<file path="config.mk">
export PLATFORM = sky130hd
export DESIGN_NAME = dpram_lsu_port
export DESIGN_NICKNAME = d
export VERILOG_FILES = /design/src/rtl/dpram_lsu_port.sv
export SDC_FILE = /design/constraint.sdc
export NUM_CORES = 1
export LEC_CHECK = 0
export CORE_UTILIZATION = 32
export DETAILED_ROUTE_END_ITERATION = 7
export GPL_TIMING_DRIVEN = 0
export PLACE_DENSITY = 0.77
export SYNTH_ARGS = -nofsm -noshare
export SYNTH_HDL_FRONTEND = slang
export SYNTH_SLANG_ARGS = --single-unit
export TNS_END_PERCENT = 100
</file>
<file path="constraint.sdc">
create_clock -name clk -period 1.5 [get_ports clk]
set_input_delay 0.15 -clock clk [delete_from_list [all_inputs] [get_ports clk]]
set_output_delay 0.15 -clock clk [all_outputs]
set_load 0.05 [all_outputs]
</file>
<file path="src/rtl/dpram_lsu_port.sv">
// -----------------------------------------------------------------------------
// dpram_lsu_port
//
// Initiator for port B of the data RAM: the RAM has byte write strobes and a
// 1-cycle synchronous read. A byte-addressed load/store request arriving on a
// valid/ready handshake is turned into RAM enable/strobe/data signals. Sub-word
// store data is replicated onto the byte lanes. Sub-word load data is pulled
// from its lane and zero- or sign-extended. Only one transaction is in flight.
//
// Ports
//   clk, rst                 clock, asynchronous active-high reset
//   req_valid / req_ready    request handshake (ready only while idle)
//   req_we                   1 = store, 0 = load
//   req_addr                 byte address
//   req_size                 0 = byte, 1 = half, 2 = word, 3 = illegal
//   req_sext                 sign-extend a byte/half load result
//   req_wdata                store data, right-aligned
//   rsp_valid / rsp_ready    response handshake, response held until taken
//   rsp_rdata                load data, right-aligned and extended (0 otherwise)
//   rsp_err                  misaligned, illegal size or out-of-range address
//   ram_en/we/wem/addr/din   RAM port B controls, driven only in the accept cycle
//   ram_dout                 RAM read data, valid the cycle after ram_en
// -----------------------------------------------------------------------------
module dpram_lsu_port #(
    parameter  int RAM_DEPTH = 2048,
    // Bits needed to hold RAM_DEPTH-1
    localparam int AW = (RAM_DEPTH <= 2) ? 1 : $clog2(RAM_DEPTH)
) (
    input  logic          clk,
    input  logic          rst,
    input  logic          req_valid,
    output logic          req_ready,
    input  logic          req_we,
    input  logic [31:0]   req_addr,
    input  logic [1:0]    req_size,
    input  logic          req_sext,
    input  logic [31:0]   req_wdata,
    output logic          rsp_valid,
    input  logic          rsp_ready,
    output logic [31:0]   rsp_rdata,
    output logic          rsp_err,
    output logic          ram_en,
    output logic          ram_we,
    output logic [3:0]    ram_wem,
    output logic [AW-1:0] ram_addr,
    output logic [31:0]   ram_din,
    input  logic [31:0]   ram_dout
);

    typedef enum logic [1:0] {
        IDLE = 2'd0,
        RD   = 2'd1,
        RSP  = 2'd2
    } state_t;

    state_t      state_reg, state_next;

    // Load context, captured at accept and used when ram_dout arrives
    logic [1:0]  lane_reg;
    logic [1:0]  size_reg;
    logic        sext_reg;

    logic [31:0] rdata_reg;
    logic        err_reg;

    logic        accept;
    logic        size_err;
    logic        align_err;
    logic        range_err;
    logic        req_err;
    logic [3:0]  lane_wem;
    logic [31:0] lane_din;
    logic [7:0]  dout_byte [4];
    logic [7:0]  byte_sel;
    logic [15:0] half_sel;
    logic [31:0] load_data;

    // ------------------------------------------------------------------
    // Request decode
    // ------------------------------------------------------------------
    assign req_ready = (state_reg == IDLE);
    assign accept    = req_valid & req_ready;

    assign size_err  = (req_size == 2'd3);
    assign align_err = ((req_size == 2'd1) & req_addr[0]) |
                       ((req_size == 2'd2) & (req_addr[1:0] != 2'b00));
    // Anything above the last RAM word is out of range
    assign range_err = |req_addr[31:AW+2];
    assign req_err   = size_err | align_err | range_err;

    // Store lane placement: data is replicated across all lanes, so only the
    // strobes depend on the low address bits.
    always_comb begin
        lane_wem = 4'b0000;
        lane_din = req_wdata;
        case (req_size)
            2'd0: begin
                lane_din = {4{req_wdata[7:0]}};
                lane_wem = 4'b0001 << req_addr[1:0];
            end
            2'd1: begin
                lane_din = {2{req_wdata[15:0]}};
                lane_wem = req_addr[1] ? 4'b1100 : 4'b0011;
            end
            2'd2: begin
                lane_din = req_wdata;
                lane_wem = 4'b1111;
            end
            default: begin
                lane_din = req_wdata;
                lane_wem = 4'b0000;
            end
        endcase
    end

    // RAM port: purely combinational from the request, so the RAM sees the
    // access on the same edge that accepts the request. Errors never reach it.
    assign ram_en   = accept & ~req_err;
    assign ram_we   = ram_en & req_we;
    assign ram_wem  = ram_we ? lane_wem : 4'b0000;
    assign ram_addr = ram_en ? req_addr[AW+1:2] : '0;
    assign ram_din  = ram_we ? lane_din : 32'd0;

    // ------------------------------------------------------------------
    // Load extract
    // ------------------------------------------------------------------
    for (genvar gi = 0; gi < 4; gi++) begin : g_dout_lane
        assign dout_byte[gi] = ram_dout[8*gi +: 8];
    end

    assign byte_sel = dout_byte[lane_reg];
    assign half_sel = lane_reg[1] ? ram_dout[31:16] : ram_dout[15:0];

    always_comb begin
        load_data = ram_dout;
        case (size_reg)
            2'd0:    load_data = {{24{sext_reg & byte_sel[7]}}, byte_sel};
            2'd1:    load_data = {{16{sext_reg & half_sel[15]}}, half_sel};
            default: load_data = ram_dout;
        endcase
    end

    // ------------------------------------------------------------------
    // FSM
    // ------------------------------------------------------------------
    always_comb begin
        state_next = state_reg;
        case (state_reg)
            IDLE: begin
                if (accept) begin
                    // Stores and errors answer immediately; legal loads wait
                    // one cycle for the RAM read data.
                    if (req_err || req_we) begin
                        state_next = RSP;
                    end else begin
                        state_next = RD;
                    end
                end
            end
            RD:      state_next = RSP;
            RSP: begin
                if (rsp_ready) begin
                    state_next = IDLE;
                end
            end
            default: state_next = IDLE;
        endcase
    end

    always_ff @(posedge clk or posedge rst) begin
        if (rst) begin
            state_reg <= IDLE;
            lane_reg  <= 2'b00;
            size_reg  <= 2'b00;
            sext_reg  <= 1'b0;
            rdata_reg <= 32'd0;
            err_reg   <= 1'b0;
        end else begin
            state_reg <= state_next;
            if (accept) begin
                // Stores and errors respond with zero data
                rdata_reg <= 32'd0;
                err_reg   <= req_err;
                if (!req_err && !req_we) begin
                    lane_reg <= req_addr[1:0];
                    size_reg <= req_size;
                    sext_reg <= req_sext;
                end
            end
            if (state_reg == RD) begin
                rdata_reg <= load_data;
            end
        end
    end

    // Response registers only change in IDLE/RD, so they stay put through RSP
    assign rsp_valid = (state_reg == RSP);
    assign rsp_rdata = rdata_reg;
    assign rsp_err   = err_reg;

endmodule

</file>
==> summary.txt, run 1 <==
Detailed routing
  • Pre-antenna DRT Iters: 4
  • Via count: 3540
  • Vias per inst: 5.331
  • Detail Route Antenna Nets: 0
  • Routed WL per cell: 18.04 um
  • DR iter-0 viols: 155
  • DRC: 0
  • DRT Wirelength: 11980 um

STA
  • Tmin final: 1.969 ns
  • Final slew viol count: 0
  • Worst clock skew: 0.006419 ns
  • Endpoints failing setup: 86
  • Tightest Pin Transition: 0.8356 ns
  • RSZ-0062 raised after global routing: true
  • Max Freq: 507.9 MHz
  • Worst setup margin: -0.4687 ns
  • Tcrit/Tclk final: 131.2%
  • Max-slew headroom: 44.21%
  • Final Hold Fails: 0
  • Hold Worst Slack: 0.3549 ns

Power and ir drop
  • Final Total Pwr: 2.424 mW
  • PD cells: 416.3 mW/mm2
  • Worst vdd ir: 364.6 uV
  • Lkg Pwr: 2.599 nW

Worst setup path
  • CP Cell Sequence: nor3b_4, buf_4, and3_4, clkbuf_8, and3_4, buf_8
  • Critical path buffers and inverters: 3
  • Crit path DAT: 1.82 ns
  • CP max-delay cell: dfrtp_2
  • Worst Setup Path Type: reg2out
  • CP Launch Type: flop
  • Largest delay share family, worst path: simple AND/OR/NAND/NOR gates
  • Critical path required time: 1.35 ns
  • Slowest stage delay, CP: 0.43 ns
  • CP Capture Type: output pin
  • Most frequent CP cell: and3_4
  • Critical path fanouts, max: 5

GRT
  • First-pass GRT wire length: 17370 um
  • Antenna violations before repair: 0
  • GRT Total Usage: 25.49%
  • Largest net degree at the start of global routing: 41
  • Grt ovf: 0
  • Vias in the first global route: 3526

Die
  • Die width: 94.54 um
  • Initial Utilization: 33.18%
  • Die H: 94.54 um
  • Row count: 33
  • # IOs: 188
  • Die ar.: 0.008937 mm2
  • Core area: 0.008258 mm2

Placed design
  • Gpl congestion: 0.9203
  • Port bufs: 186
  • DP HPWL: 8672 um
  • Pre-CTS setup slack: -1.526 ns

CTS
  • Worst-Skew Late Latency: 0.29 ns
  • Clock transition at path regs: 0.07 ns
  • Clock sink total: 40
  • CTS Buf Count: 5
  • CTS Buffer Depth: 2
  • H-tree lvl count: 2
  • CTS tree: done
  • CTS root buf: clkbuf_8
  • Cts hold-fix bufs: 0

Synthesis
  • Top-area cell type share of the netlist area: 36.53%
  • Yosys top cell by area: dfrtp_1
  • Synth cell types: 37
  • Syn Std Cell Area: 0.002740 mm2
  • Syn Inst Count: 342
  • Syn nets: 446
  • Count leader, synth: nand2_1
  • Synth top area cells: dfrtp_1 (37%), mux2i_1 (9.1%), o21ai_0 (6.9%), nand2_1 (6.6%), a21oi_1 (5.1%)
  • Syn avg cell area: 8.012 um2
  • Ys Warns: 0
  • Synth async-reset ratio: 100.0%
  • Top post-synthesis cells by count: nand2_1 (48), dfrtp_1 (40), o21ai_0 (38), nor2_1 (32), a21oi_1 (28)
  • Seq/Total Area, Yosys: 36.53%
  • Seq cells post-synth: 40
  • Synth Flop Type: dfrtp_1
  • Post-synth EDFFs: 0

Layout
  • Final #Nets: 663
  • Share of layout cells above drive strength 1: 40.25%
  • Largest register FFs: 32
  • P&R area growth vs syn: 112.5%
  • ANT cells: 0
  • Final Util: 70.52%
  • # fillers: 625

Min path
  • Hold Crit Class: in2async

Status
  • Violated checks: setup timing
  • Status: finished, violations left

Job
  • Count of max-cap constraint violations: 0
## per-layer routing
metal  up-vias  global-route usage, %  share of wire, %
li1       1628                      -                 -
met5         -                      0                 0
met4         0                  8.965               3.2
met3        35                  7.649                10
met2       215                  48.43                51
met1      1662                  26.26                35
## layout by cell type (no fill, tap or decap), types with 12 or more instances in the layout
master / n
and2_4: 13
dlygate4sd2_1: 43
clkdlybuf4s50_1: 86
a22oi_1: 12
nand2_2: 15
dfrtp_1: 38
a21oi_1: 15
nor2_1: 14
o21ai_0: 29
nor2_4: 12
buf_4: 27
nand2_1: 32
buf_6: 42
mux2i_1: 19
## where the power goes
group | internal [mW] | switching [mW] | total, mW | leakage, nW
Sequential | 1.08 | 0.00508 | 1.09 | 0.549
Clock | 0.316 | 0.341 | 0.657 | 0.0410
Combinational | 0.348 | 0.332 | 0.680 | 2.01
## per-stage QoR
step           instance area (um2)  TNS [ns]  cells
2_1_floorplan                 3097    -7.667    342
3_3_place_gp                  5090    -97.46    633
3_5_place_dp                  5090    -81.31    633
4_1_cts                       5558    -24.14    657
5_1_grt                       5823    -29.33    664
6_report                      5823    -23.92    664
## cell families (layout without fill, tap and decap cells)
| family | after synthesis | in the layout | synth area share, % |
|---|---|---|---|
| AOI/OAI and AO/OA | 92 | 92 | 19.95 |
| buffers and inverters | 32 | 249 | 5.068 |
| DFF | 40 | 40 | 36.53 |
| muxes | 31 | 31 | 12.01 |
| and+or+nand+nor | 147 | 147 | 26.44 |
## cell type report
type,count,area (um2),share of cell area [%]
timing repair buffer,213,2141,36.76
inverter,5,22.52,0.3868
clock buffer,6,72.57,1.246
clock inverter,1,5.005,0.08595
buffer,24,193.9,3.330
multi-input combinational,270,2253,38.70
sequential,40,1003,17.23
tap,105,131.4,2.256
## timing repair
| item | CTS | global route |
|---|---|---|
| gates resized for setup | 476 | 51 |
| setup endpoints to repair | 122 | 87 |
| cloned | 2 | 3 |
| buffers inserted | 17 | 5 |
| pin swaps | 17 | 13 |
## worst paths after layout
| kind | depth (start not counted) | startpoint | end | slack, ns |
|---|---|---|---|---|
| min in group clk | 2 | req_addr[0] | lane_reg[0] | 0.42 |
| max in group asynchronous | 2 | rst | size_reg[1] | 0.57 |
| hold / removal | 2 | rst | rsp_rdata[10] | 0.35 |
| setup / recovery | 6 | state_reg[0] | ram_din[7] | -0.47 |
| setup reg to reg | 7 | state_reg[0] | rsp_rdata[28] | -0.19 |
| hold reg to reg | 2 | rsp_rdata[5] | rsp_rdata[5] | 0.48 |
(Power assumes the default switching activity.)
==> run 2, diff against run 1 <==
--- a/config.mk
+++ b/config.mk
@@ -7,7 +7,6 @@
 export LEC_CHECK = 0
 export CORE_UTILIZATION = 32
 export DETAILED_ROUTE_END_ITERATION = 7
-export GPL_TIMING_DRIVEN = 0
 export PLACE_DENSITY = 0.77
 export SYNTH_ARGS = -nofsm -noshare
 export SYNTH_HDL_FRONTEND = slang
==> run 2 against run 1 <==
- the run still ends with setup timing left
- cell count rose by 1.5%
- critical path depth increased by 2
- routed wire length is 11% higher
- register-to-register slack worse by 0.04 ns
- clock skew up 0.0072 ns
- sequential share of layout area fell by 1.5 points
- core utilization is 6.4 points higher
==> summary.txt, run 2 (synthesis gave the netlist of run 1 again) <==
STA
  • Endpoints failing setup: 81
  • Final slew viol count: 0
  • Hold Worst Slack: 0.2008 ns
  • Max Freq: 498.0 MHz
  • RSZ-0062 raised after global routing: true
  • Max-slew headroom: 71.70%
  • Tmin final: 2.008 ns
  • Tightest Pin Transition: 0.4127 ns
  • Final Hold Fails: 0
  • Tcrit/Tclk final: 133.9%
  • Worst setup margin: -0.5079 ns
  • Worst clock skew: 0.01362 ns

Layout
  • Design area: 0.006349 mm2
  • Largest register FFs: 32
  • Most common cell after layout, fill and taps aside: clkdlybuf4s50_1
  • P&R area growth vs syn: 131.7%
  • Commonest non-fill, non-tap cells in the layout: clkdlybuf4s50_1 (85), buf_4 (71), buf_12 (60), dfrtp_1 (40), nand2_1 (32)
  • Share of layout cells above drive strength 1: 48.86%
  • ANT cells: 0
  • Non-filler cells, final: 674
  • Final #Nets: 672

Power and ir drop
  • Switch share: 28.64%
  • Switching pwr: 0.7360 mW
  • Worst vdd ir: 306.9 uV
  • P_int: 1.834 mW
  • Sequential power share: 42.2%
  • PD cells: 404.7 mW/mm2
  • Comb power frac: 28.6%
  • Lkg Pwr: 2.690 nW
  • Clock power share: 29.2%

GRT
  • Grt ovf: 0
  • Largest net degree at the start of global routing: 41
  • First-pass GRT wire length: 18500 um
  • GRT Total Usage: 27.32%
  • Antenna violations before repair: 0
  • Vias in the first global route: 3624

Worst setup path
  • Critical path fanouts, max: 6
  • Crit path DAT: 1.86 ns
  • Worst Setup Path Type: in2out
  • Slowest stage delay, CP: 0.47 ns
  • CP Capture Type: output pin
  • R2r setup slk: -0.23 ns
  • CP Launch Type: primary input
  • Worst r2r src: lane_reg[1]
  • Critical path required time: 1.35 ns
  • Worst r2r path cells: 5
  • Crit Reg-Reg Endpoint: rsp_rdata[25]
  • CP Cell Sequence: clkdlybuf4s50_1, nor3_2, and3_4, and3_4, buf_12, buf_12, and3_4, buf_12
  • CP max-delay cell: clkdlybuf4s50_1

Detailed routing
  • Routed WL per cell: 19.81 um
  • DR iter-0 viols: 174
  • DRC: 0
  • Pre-antenna DRT Iters: 5
  • Vias per inst: 5.430
  • DRT Wirelength: 13350 um
  • Via count: 3660
  • Detail Route Antenna Nets: 0

CTS
  • CTS tree: done
  • CTS Buf Count: 5
  • CTS root buf: clkbuf_8
  • CTS Buffer Depth: 2
  • Worst-Skew Late Latency: 0.30 ns
  • H-tree lvl count: 2
  • Clock sink total: 40
  • Clock transition at path regs: 0.09 ns

Placed design
  • Gpl congestion: 0.8084
  • DP HPWL: 9068 um
  • Placed insts: 646
  • Port bufs: 187
  • DP Area: 0.005734 mm2

Die
  • Die H: 94.54 um
  • Initial Utilization: 33.18%
  • Die width: 94.54 um
  • # IOs: 188
  • Row count: 33
  • Die ar.: 0.008937 mm2
  • Core area: 0.008258 mm2

Status
  • Violated checks: setup timing
  • Status: finished, violations left

Min path
  • Hold Crit Class: in2async

Job
  • Count of max-cap constraint violations: 0
## run 2: area by class of cell
type / instances / area, um2
multi-input cells: 270 / 2230
well taps: 105 / 131.4
clock inverters: 2 / 10.01
fillers: 510 / 1909
inverters: 5 / 26.28
clock buffers: 6 / 82.58
flip-flops and latches: 40 / 1001
repair buffers: 246 / 2868
## run 2: power by group through the flow
stage          clock network, mW  registers (mW)  logic (mW)
2_1_floorplan                  0            1.11       0.232
3_3_place_gp                   0            1.11       0.682
3_5_place_dp                   0            1.11       0.693
4_1_cts                    0.755            1.08       0.699
5_1_grt                    0.807            1.08       0.768
6_report                   0.750            1.08       0.735
## run 2: worst max-delay path, delay by kind of cell
family / cells / cell delay [ns]
simple gates: 4 / 0.89
buf+inv: 4 / 0.81
## run 2: metrics by stage
stage	power [mW]	worst slack (ns)	utilization (%)	setup TNS [ns]
floorplan	1.339	-0.2990	-	-7.667
global placement	1.787	-0.6840	69.44	-41.39
detailed placement	1.798	-0.6934	69.44	-42.27
CTS	2.538	-0.4853	75.35	-25.44
global route	2.658	-0.5485	76.88	-30.56
finish	2.570	-0.5079	76.88	-25.67
## run 2: worst max-delay path by stage
stage	cells past startpoint	slack (ns)	to	from
6_report	8	-0.51	ram_din[7]	req_addr[30]
5_1_grt	8	-0.55	ram_din[7]	req_addr[30]
4_1_cts	7	-0.49	ram_din[28]	state_reg[1]
3_5_place_dp	7	-0.69	ram_addr[5]	req_addr[13]
3_3_place_gp	7	-0.68	ram_addr[6]	req_addr[18]
2_1_floorplan	3	-0.30	ram_din[16]	state_reg[0]
## run 2: timing repair
item	CTS	global route
gates cloned	3	0
pin swaps	25	15
resized for setup	79	53
endpoints found under the setup margin	84	86
setup buffers	15	4
hold buffers	0	0
## run 2: metal layers
layer	global-route usage (%)	vias up	share of wire, %
met5	0	-	0
met4	10.23	0	4.3
met3	9.098	41	10
met2	51.39	229	53
met1	27.76	1736	33
li1	-	1654	-
==> run 3, diff against run 2 <==
--- a/config.mk
+++ b/config.mk
@@ -5,6 +5,7 @@
 export SDC_FILE = /design/constraint.sdc
 export NUM_CORES = 1
 export LEC_CHECK = 0
+export CORE_ASPECT_RATIO = 1.4
 export CORE_UTILIZATION = 32
 export DETAILED_ROUTE_END_ITERATION = 7
 export PLACE_DENSITY = 0.77
==> run 3 against run 2 <==
- the run still ends with setup timing left
- critical path depth decreased by 1
- register-to-register slack got worse by 0.06 ns
- routed wire length increased by 13%
- power increased by 14%
==> summary.txt, run 3 (synthesis gave the netlist of run 1 again) <==
STA
  • Worst clock skew: 0.004678 ns
  • Max-slew headroom: 65.80%
  • Endpoints failing setup: 87
  • Max Freq: 472.6 MHz
  • Worst setup margin: -0.6158 ns
  • Hold Worst Slack: 0.2470 ns
  • Tmin final: 2.116 ns
  • Final slew viol count: 0
  • RSZ-0062 raised after global routing: true
  • Tightest Pin Transition: 0.5076 ns
  • Final Hold Fails: 0
  • Setup_tns: -33.08 ns
  • Tcrit/Tclk final: 141.1%

GRT
  • Grt ovf: 0
  • Vias in the first global route: 3806
  • Largest net degree at the start of global routing: 41
  • First-pass GRT wire length: 20140 um
  • GRT Total Usage: 29.93%
  • Antenna violations before repair: 0

Power and ir drop
  • Worst vdd ir: 703.9 uV
  • Lkg Pwr: 2.837 nW
  • PD cells: 442.2 mW/mm2

Placed design
  • Gpl congestion: 0.9321
  • DP Area: 0.005811 mm2
  • DP HPWL: 9987 um
  • Placed insts: 652
  • Port bufs: 187

Die
  • Die width: 80.21 um
  • Core area: 0.008247 mm2
  • Die ar.: 0.008942 mm2
  • # IOs: 188
  • Row count: 39
  • Initial Utilization: 33.23%
  • Die H: 111.5 um

CTS
  • CTS root buf: clkbuf_16
  • Cts hold-fix bufs: 0
  • CTS Buffer Depth: 2
  • Clock sink total: 40
  • Worst-Skew Late Latency: 0.28 ns
  • Clock transition at path regs: 0.06 ns
  • CTS tree: done
  • H-tree lvl count: 2
  • CTS Buf Count: 5

Detailed routing
  • Vias per inst: 5.557
  • DR iter-0 viols: 218
  • Detail Route Antenna Nets: 0
  • Pre-antenna DRT Iters: 5
  • DRC: 0
  • Via count: 3790
  • Routed WL per cell: 22.14 um
  • DRT Wirelength: 15100 um

Worst setup path
  • Critical path required time: 1.35 ns
  • Crit path DAT: 1.97 ns
  • Worst r2r src: lane_reg[1]
  • Worst r2r path cells: 6
  • CP Capture Type: output pin
  • Critical path fanouts, max: 6
  • Critical path startpoint: req_addr[28]
  • R2r setup slk: -0.29 ns
  • Worst Setup Path Type: in2out
  • CP Launch Type: primary input
  • Critical Path Sink: ram_din[7]
  • Crit Reg-Reg Endpoint: rsp_rdata[17]

Layout
  • Share of layout cells above drive strength 1: 49.31%
  • Final #Nets: 683
  • Design area: 0.006635 mm2
  • ANT cells: 0
  • Non-filler cells, final: 682
  • P&R area growth vs syn: 142.1%
  • # fillers: 449
  • Largest register FFs: 32
  • Most common cell after layout, fill and taps aside: clkdlybuf4s50_1
  • Commonest non-fill, non-tap cells in the layout: clkdlybuf4s50_1 (93), buf_4 (76), buf_12 (58), dfrtp_1 (40), nand2_1 (30)

Min path
  • Hold Crit Class: in2async

Job
  • Count of max-cap constraint violations: 0

Status
  • Status: finished, violations left
  • Violated checks: setup timing
## run 3: worst min path at each step
stage	from	to	cells after the start
final	rst	rsp_rdata[11]	3
after global placement	rsp_rdata[0]	rsp_rdata[0]	2
after global routing	rst	rsp_rdata[11]	3
after detailed placement	rsp_rdata[6]	rsp_rdata[6]	2
after CTS	rst	rsp_rdata[29]	3
after floorplan	ram_dout[31]	rsp_rdata[31]	2
## run 3: final cells by class
| class | count | area, um2 | area share [%] |
|---|---|---|---|
| inverter | 5 | 26.28 | 0.3960 |
| sequential | 40 | 1001 | 15.09 |
| timing repair buffer | 257 | 3047 | 45.92 |
| clock buffer | 6 | 138.9 | 2.093 |
| tap | 102 | 127.6 | 1.923 |
| multi-input combinational | 270 | 2285 | 34.43 |
| clock inverter | 2 | 10.01 | 0.1509 |
## run 3: timing repair
| item | in CTS | in global routing |
|---|---|---|
| setup buffers | 8 | 13 |
| endpoints found under the setup margin | 85 | 89 |
| pin swaps | 7 | 36 |
| gates cloned | 2 | 3 |
| gates resized for setup | 39 | 85 |
## run 3: per-layer routing
layer / part of all wire, % / vias up / GRT usage [%]
met1: 32 / 1821 / 29.34
met3: 9.0 / 45 / 9.098
met2: 55 / 246 / 56.01
met4: 4.1 / 0 / 13.10
met5: 0 / - / 0
li1: - / 1678 / -
## run 3: critical path, stage by stage
cell	delay, ns
clkdlybuf4s50_1	0.49
nor4_4	0.33
and3_4	0.28
and3_4	0.24
buf_6	0.13
and3_4	0.20
buf_12	0.13
## run 3: stage by stage
step	total power, mW	utilization [%]	setup WS (ns)
2_1_floorplan	1.339	-	-0.2990
6_report	2.934	80.46	-0.6158
4_1_cts	2.883	75.18	-0.5128
5_1_grt	3.031	80.46	-0.6329
3_3_place_gp	1.796	70.46	-0.6658
3_5_place_dp	1.804	70.46	-0.7196
## run 3: power breakdown
part           switching (mW)  internal (mW)
Clock                   0.413          0.655
Combinational           0.368          0.409
Sequential            0.00545           1.08
Total                   0.786           2.15
